### src/rtl/alu_execute_stage.sv
// Execute stage: evaluates decoded ALU ops and registers results toward memory
// through a 2-entry skid FIFO with valid/ready handshakes on both sides.
module alu_execute_stage #(
  parameter int unsigned XLEN       = 32,
  parameter int unsigned REG_ADDR_W = 5
) (
  input  logic                  clk,
  input  logic                  rst_n,
  input  logic                  flush,
  input  logic                  in_valid,
  output logic                  in_ready,
  input  logic [2:0]            ALU_CONTROL,
  input  logic [XLEN-1:0]       src_a,
  input  logic [XLEN-1:0]       src_b,
  input  logic [REG_ADDR_W-1:0] rd,
  input  logic                  reg_write,
  output logic                  out_valid,
  input  logic                  out_ready,
  output logic [XLEN-1:0]       ALU_RESULT,
  output logic                  ZERO,
  output logic [REG_ADDR_W-1:0] out_rd,
  output logic                  out_reg_write,
  output logic [1:0]            occupancy
);

  localparam logic [2:0] ALU_ADD = 3'b000;
  localparam logic [2:0] ALU_SUB = 3'b001;
  localparam logic [2:0] ALU_AND = 3'b010;
  localparam logic [2:0] ALU_OR  = 3'b011;
  localparam logic [2:0] ALU_XOR = 3'b100;

  typedef struct packed {
    logic [XLEN-1:0]       result;
    logic                  zero;
    logic [REG_ADDR_W-1:0] rd;
    logic                  reg_write;
  } entry_t;

  typedef enum logic [1:0] {
    StEmpty = 2'd0,
    StOne   = 2'd1,
    StFull  = 2'd2
  } state_e;

  state_e          state_q, state_d;
  entry_t          head_q, head_d;
  entry_t          tail_q, tail_d;
  entry_t          new_entry;
  logic [XLEN-1:0] alu_out;
  logic            accept;
  logic            dequeue;

  always_comb begin
    alu_out = src_a + src_b;
    case (ALU_CONTROL)
      ALU_ADD: alu_out = src_a + src_b;
      ALU_SUB: alu_out = src_a - src_b;
      ALU_AND: alu_out = src_a & src_b;
      ALU_OR:  alu_out = src_a | src_b;
      ALU_XOR: alu_out = src_a ^ src_b;
      default: alu_out = src_a + src_b;
    endcase
  end

  // ZERO is captured alongside the result so the output path is purely registered.
  always_comb begin
    new_entry.result    = alu_out;
    new_entry.zero      = (alu_out == '0);
    new_entry.rd        = rd;
    new_entry.reg_write = reg_write;
  end

  assign in_ready      = (state_q != StFull);
  assign out_valid     = (state_q != StEmpty);
  assign occupancy     = state_q;
  assign accept        = in_valid && in_ready;
  assign dequeue       = out_valid && out_ready;
  assign ALU_RESULT    = head_q.result;
  assign ZERO          = head_q.zero;
  assign out_rd        = head_q.rd;
  assign out_reg_write = head_q.reg_write;

  // Flush only drops occupancy; payload registers hold so the outputs stay deterministic.
  always_comb begin
    state_d = state_q;
    head_d  = head_q;
    tail_d  = tail_q;
    if (flush) begin
      state_d = StEmpty;
    end else begin
      case (state_q)
        StEmpty: begin
          if (accept) begin
            head_d  = new_entry;
            state_d = StOne;
          end
        end
        StOne: begin
          case ({accept, dequeue})
            2'b11: head_d = new_entry;
            2'b10: begin
              tail_d  = new_entry;
              state_d = StFull;
            end
            2'b01: state_d = StEmpty;
            default: ;
          endcase
        end
        StFull: begin
          if (dequeue) begin
            head_d  = tail_q;
            state_d = StOne;
          end
        end
        default: state_d = StEmpty;
      endcase
    end
  end

  always_ff @(posedge clk or negedge rst_n) begin
    if (!rst_n) begin
      state_q          <= StEmpty;
      head_q.result    <= '0;
      head_q.zero      <= 1'b1;
      head_q.rd        <= '0;
      head_q.reg_write <= 1'b0;
      tail_q.result    <= '0;
      tail_q.zero      <= 1'b1;
      tail_q.rd        <= '0;
      tail_q.reg_write <= 1'b0;
    end else begin
      state_q <= state_d;
      head_q  <= head_d;
      tail_q  <= tail_d;
    end
  end

endmodule

### config.mk
export PLATFORM = sky130hd
export DESIGN_NAME = alu_execute_stage
export DESIGN_NICKNAME = d
export VERILOG_FILES = /design/src/rtl/alu_execute_stage.sv
export SDC_FILE = /design/constraint.sdc
export NUM_CORES = 1
export LEC_CHECK = 0
export ABC_AREA = 1
export ABC_CLOCK_PERIOD_IN_PS = 2700
export BUFFER_PORTS_ARGS = -buffer_cell sky130_fd_sc_hd__buf_2
export CAP_MARGIN = 5
export CORE_ASPECT_RATIO = 0.9
export CORE_MARGIN = 8
export CORE_UTILIZATION = 50
export DETAILED_ROUTE_END_ITERATION = 10
export PLACE_DENSITY = 0.71
export SYNTH_ARGS = -nofsm -noshare
export SYNTH_HDL_FRONTEND = slang
export SYNTH_SLANG_ARGS = --single-unit
### constraint.sdc
create_clock -name clk -period 2.7 [get_ports clk]
set_input_delay 0.54 -clock clk [delete_from_list [all_inputs] [get_ports clk]]
set_output_delay 0.54 -clock clk [all_outputs]
set_load 0.02 [all_outputs]
Yosys cells after proc, flatten, opt, wreduce, memory -nomap -nowiden. Cells that the tools add are included.

Output and inout bits: 43. Input bits: 78. Word-level logic and storage cells: 50. Register bits after elaboration: 80.

Multiplexer cells: 10. Reduce and logical (&&, ||, !) cells: 9. Bitwise operators: 4. Eq/ne operators: 16. Add/subtract/negate cells: 2.

Operators by type and width (number): $pmux 32 s4 (1); $mux 39 (3); $pmux 39 s3 (1); $add 32x32->32 (1); $and 32x32->32 (1); $logic_not 32->1 (1); $or 32x32->32 (1); $sub 32x32->32 (1); $xor 32x32->32 (1); $eq 2x2->1 const B (3); $eq 3x2->1 const B (2); $mux 2 (3); $ne 2x2->1 const B (3); $ne 3x3->1 const B (2); $pmux 2 s3 (1); $reduce_and 3->1 (2); $reduce_and 5->1 (1); $eq 2x1->1 const B (2); $ne 4x3->1 const B (1); $pmux 2 s2 (1); $eq 3x1->1 const B (1); $eq 3x3->1 const B (1); $reduce_bool 3->1 (1); $logic_and 1x1->1 (2); 4 further kinds (4).

Depth between registers and ports, before layout.
Depth after elaboration: 6. Depth in mapped cells: 31. Mapped depth without buffers: 31.

Least setup slack after synthesis. No wires, ideal clock.

Kind: input -> register. From: input port src_b[1]. To: register head_q (netlist bit ZERO). Setup time: 0.061 ns. Path buffers: 0. Setup slack: -0.992 ns. Stages on the path: 25. Data required time: 2.639 ns. Data arrival time: 3.631 ns. Cell sequence: inv_1 -> ha_1 -> nand3_1 -> nor3_2 -> nand3_1 -> nor3_2 -> nand3_1 -> o41ai_1 -> o21ai_0 -> xor2_1 -> ha_1 -> nand2_1 -> nor4_1 -> nand3_1 -> nand2_1 -> nand2_1 -> nand3_1 -> nand2_1 -> inv_1 -> nand2_1 -> nor2_1 -> nand3_1 -> nand2_1 -> nand2_1 -> nand2_1.

Longest elaborated chain between the ends: 5. Elaborated cells between the ends (all ways): 10. Those cells by class: add/sub: 2; mux: 4; bitwise: 3; reduce/logical: 1.

RTL lines: from (decl) (line 14) `input logic [XLEN-1:0] src_b,`; $add 32x32->32, or another cell as far along (line 56, 61); $pmux 32 s4 * (line 55) `case (ALU_CONTROL)`; $logic_not 32->1 * (line 68) `new_entry.zero = (alu_out == '0);`; $mux 39 (on tied branches) (line 99, 93); $pmux 39 s3 * (line 91) `case (state_q)`; to (decl) (line 46) `entry_t head_q, head_d;`.

Mark *: on every way between the ends. The rest lies on a longest branch, timed or not. The select of a mux whose other input is x is not followed. A chain may end at the register's enable or synchronous reset.

Worst setup path after layout.
From: input port src_b[0]. To: register head_q (netlist bit ZERO).

The elaborated chain is that of the path after synthesis.

==> summary.txt <==
Net Sw Power: 3300 uW
Clk pwr share: 0.172
initial drt markers: 700
residual overflow from global routing: 0
final hold vios: 0
CP max FO: 4
number of setup violations in the final report: 56
Hold Path Class: input pin to async pin
Leakage: 0.00701 uW
DP HPWL: 22400 um
CTS tree: done
maximum vdd drop: 0.339 mV
via count: 10.2k
violated checks: setup timing
CP arrival: 3990 ps
cts hold-fix bufs: 0
worst hold margin: 199 ps
syn_nets: 1502
largest net degree at the start of global routing: 45
critical path type: input pin to register
Place WS: -1470 ps
Synth warnings: 0
Setup Skew: 5.80 ps
Max clock buf depth: 2
relative slew slack: 0.576
Synth Flop Type: dfrtp_1
clock sinks: 80
Core Area: 16700 sq um
CP Data Required Time: 2970 ps
Nets: 1849
Die X: 152 um
Routed Antenna Nets: 0
Async SR Flop Fraction: 1.00
final period utilization: 1.38
sequential share of power: 0.267
area leader, netlist: dfrtp_1
most frequent CP cell: nand2_1
crit-path max cell delay: 330 ps
CP max stage cell: ha_1
unrepaired setup endpoints after global routing: true
Mean Syn Cell Area: 6.32 sq um
worst setup margin: -1010 ps
Row Count: 45
Pwr Density: 591 nW/um^2
Synth top area share: 0.233
Num CTS Buffers: 9
Global Route Usage Sum: 0.268
Worst Path Buf+Inv: 5
FMAX: 269 MHz
share of layout cells above drive strength 1: 0.399
initial core utilization: 0.503
wire per inst: 16.2 um
RD Place Congestion: 0.972
I/O Buffers: 120
commonest non-fill, non-tap cell in the layout: nand2_1
FF+latch count, synth: 80
Crit. End Element: register
Post-Syn Area: 8380 sq um
final wirelength: 30700 um
Net Sw Frac: 0.435
mean number of vias per cell: 5.38
DR pass1 iterations: 5
clock slew at reported path FFs: 60 ps
part of the power in combinational logic: 0.561
Final TNS setup: -34100 ps
R2R depth: 9
crit path time final: 3710 ps
DRC: 0
Syn Inst Count: 1327
internal power: 4280 uW
Clk Latency, worst-skew pair: 330 ps
cell count along the critical path: 30
synth top area cells: dfrtp_1 23%, nand2_1 19%, ha_1 14%
commonest non-fill, non-tap cells in the layout: 328 x nand2_1, 211 x buf_4, 195 x inv_1
Max Cap Viol: 0
startpoint types: input pin
Slew @ Worst Pin: 635 ps
first-pass GRT wire length: 47000 um
CP delay by family, top: simple AND/OR/NAND/NOR gates
EDFF count, synth: 0
Top Ports: 121
vias in the first global route: 9473
die area: 21200 sq um
die height: 139 um
status: finished, violations left
initial antenna violation count: 3
CTS root buf: clkbuf_16
H-Tree Depth: 3
fill count: 1170
Area Growth Syn to Fin: 53.2%
register area share after synthesis: 0.239
PnR Total Power: 7580 uW
fin. max-slew vios: 0
Final Core Density: 0.770
number of distinct library cells after synthesis: 44
## power groups by stage
stage | Combinational, uW | Sequential (uW) | Clock, uW
global route | 4640 | 2090 | 1370
detailed placement | 3520 | 2020 | 0
finish | 4250 | 2030 | 1310
CTS | 3860 | 2020 | 1320
global placement | 3450 | 2010 | 0
floorplan | 1770 | 2340 | 0
## stage by stage
step,instances,instance area (sq um)
detailed placement,1835,10900
floorplan,1327,8540
finish,1890,12800
global placement,1835,10900
global route,1890,12800
CTS,1869,12000
## sequential cells by signal, summed over array words and instances, names as in the netlist
signal / count
out_rd: 5
out_reg_write: 1
ALU_RESULT: 32
occupancy: 2
ZERO: 1
tail_q: 39
## area by class of cell
type	instances	area, sq um	share of cell area
Inverter	221	862	0.0671
Timing Repair Buffer	371	2730	0.212
Multi-Input combinational cell	991	6660	0.518
Antenna cell	1	2.50	0.000195
Clock inverter	3	65.1	0.00507
Clock buffer	12	256	0.0200
Tap cell	211	264	0.0206
Sequential cell	80	2000	0.156
## synth_stat cells (3+ instances only)
library cell,n
buf_2,7
clkbuf_1,21
nand4_1,10
xor2_1,32
o211ai_1,10
nor2_1,113
a21boi_1,5
inv_2,6
o21bai_1,4
nand3b_1,5
nor2_2,5
inv_1,215
o21ai_0,91
o2111ai_1,7
a31oi_1,4
or2_2,3
a21oi_1,51
nand2_2,3
a221oi_1,14
nand2_1,433
dfrtp_1,78
nand3_1,70
buf_6,4
ha_1,96
nor3_1,15
nor4_1,3
## path summary, 6_finish.rpt
check,start,slack [ps],end
worst max-delay path,src_b[0],-1010,ZERO
worst min-delay path,rst_n,200,tail_q[13]
worst max register to register,occupancy[0],510,tail_q[6]
worst min register to register,ALU_RESULT[23],470,ALU_RESULT[23]
max in group asynchronous,rst_n,1900,occupancy[0]
min in group clk,reg_write,440,tail_q[0]
## routing by layer
| metal | vias up | GRT usage | wire length [um] |
|---|---|---|---|
| met5 | - | 0 | 25 |
| met4 | 4 | 0.0895 | 1090 |
| met3 | 95 | 0.0424 | 2280 |
| met2 | 421 | 0.455 | 14400 |
| met1 | 4739 | 0.343 | 12900 |
| li1 | 4913 | - | - |
## cell families after synthesis
group / after synthesis / share of synthesized area
AOI/OAI and AO/OA: 196 / 0.137
xor gates and xnor gates: 33 / 0.0345
adders and majority gates: 97 / 0.146
buffers and inverters: 256 / 0.120
DFF: 80 / 0.239
muxes: 1 / 0.00119
and+or+nand+nor: 664 / 0.323
## timing repair
action | 4_1_cts | 5_1_grt
pin swaps | 79 | 92
resized for setup | 187 | 180
setup endpoints to repair | 54 | 56
buffers inserted | 21 | 26
No activity file was read; power rests on OpenSTA's default activity.
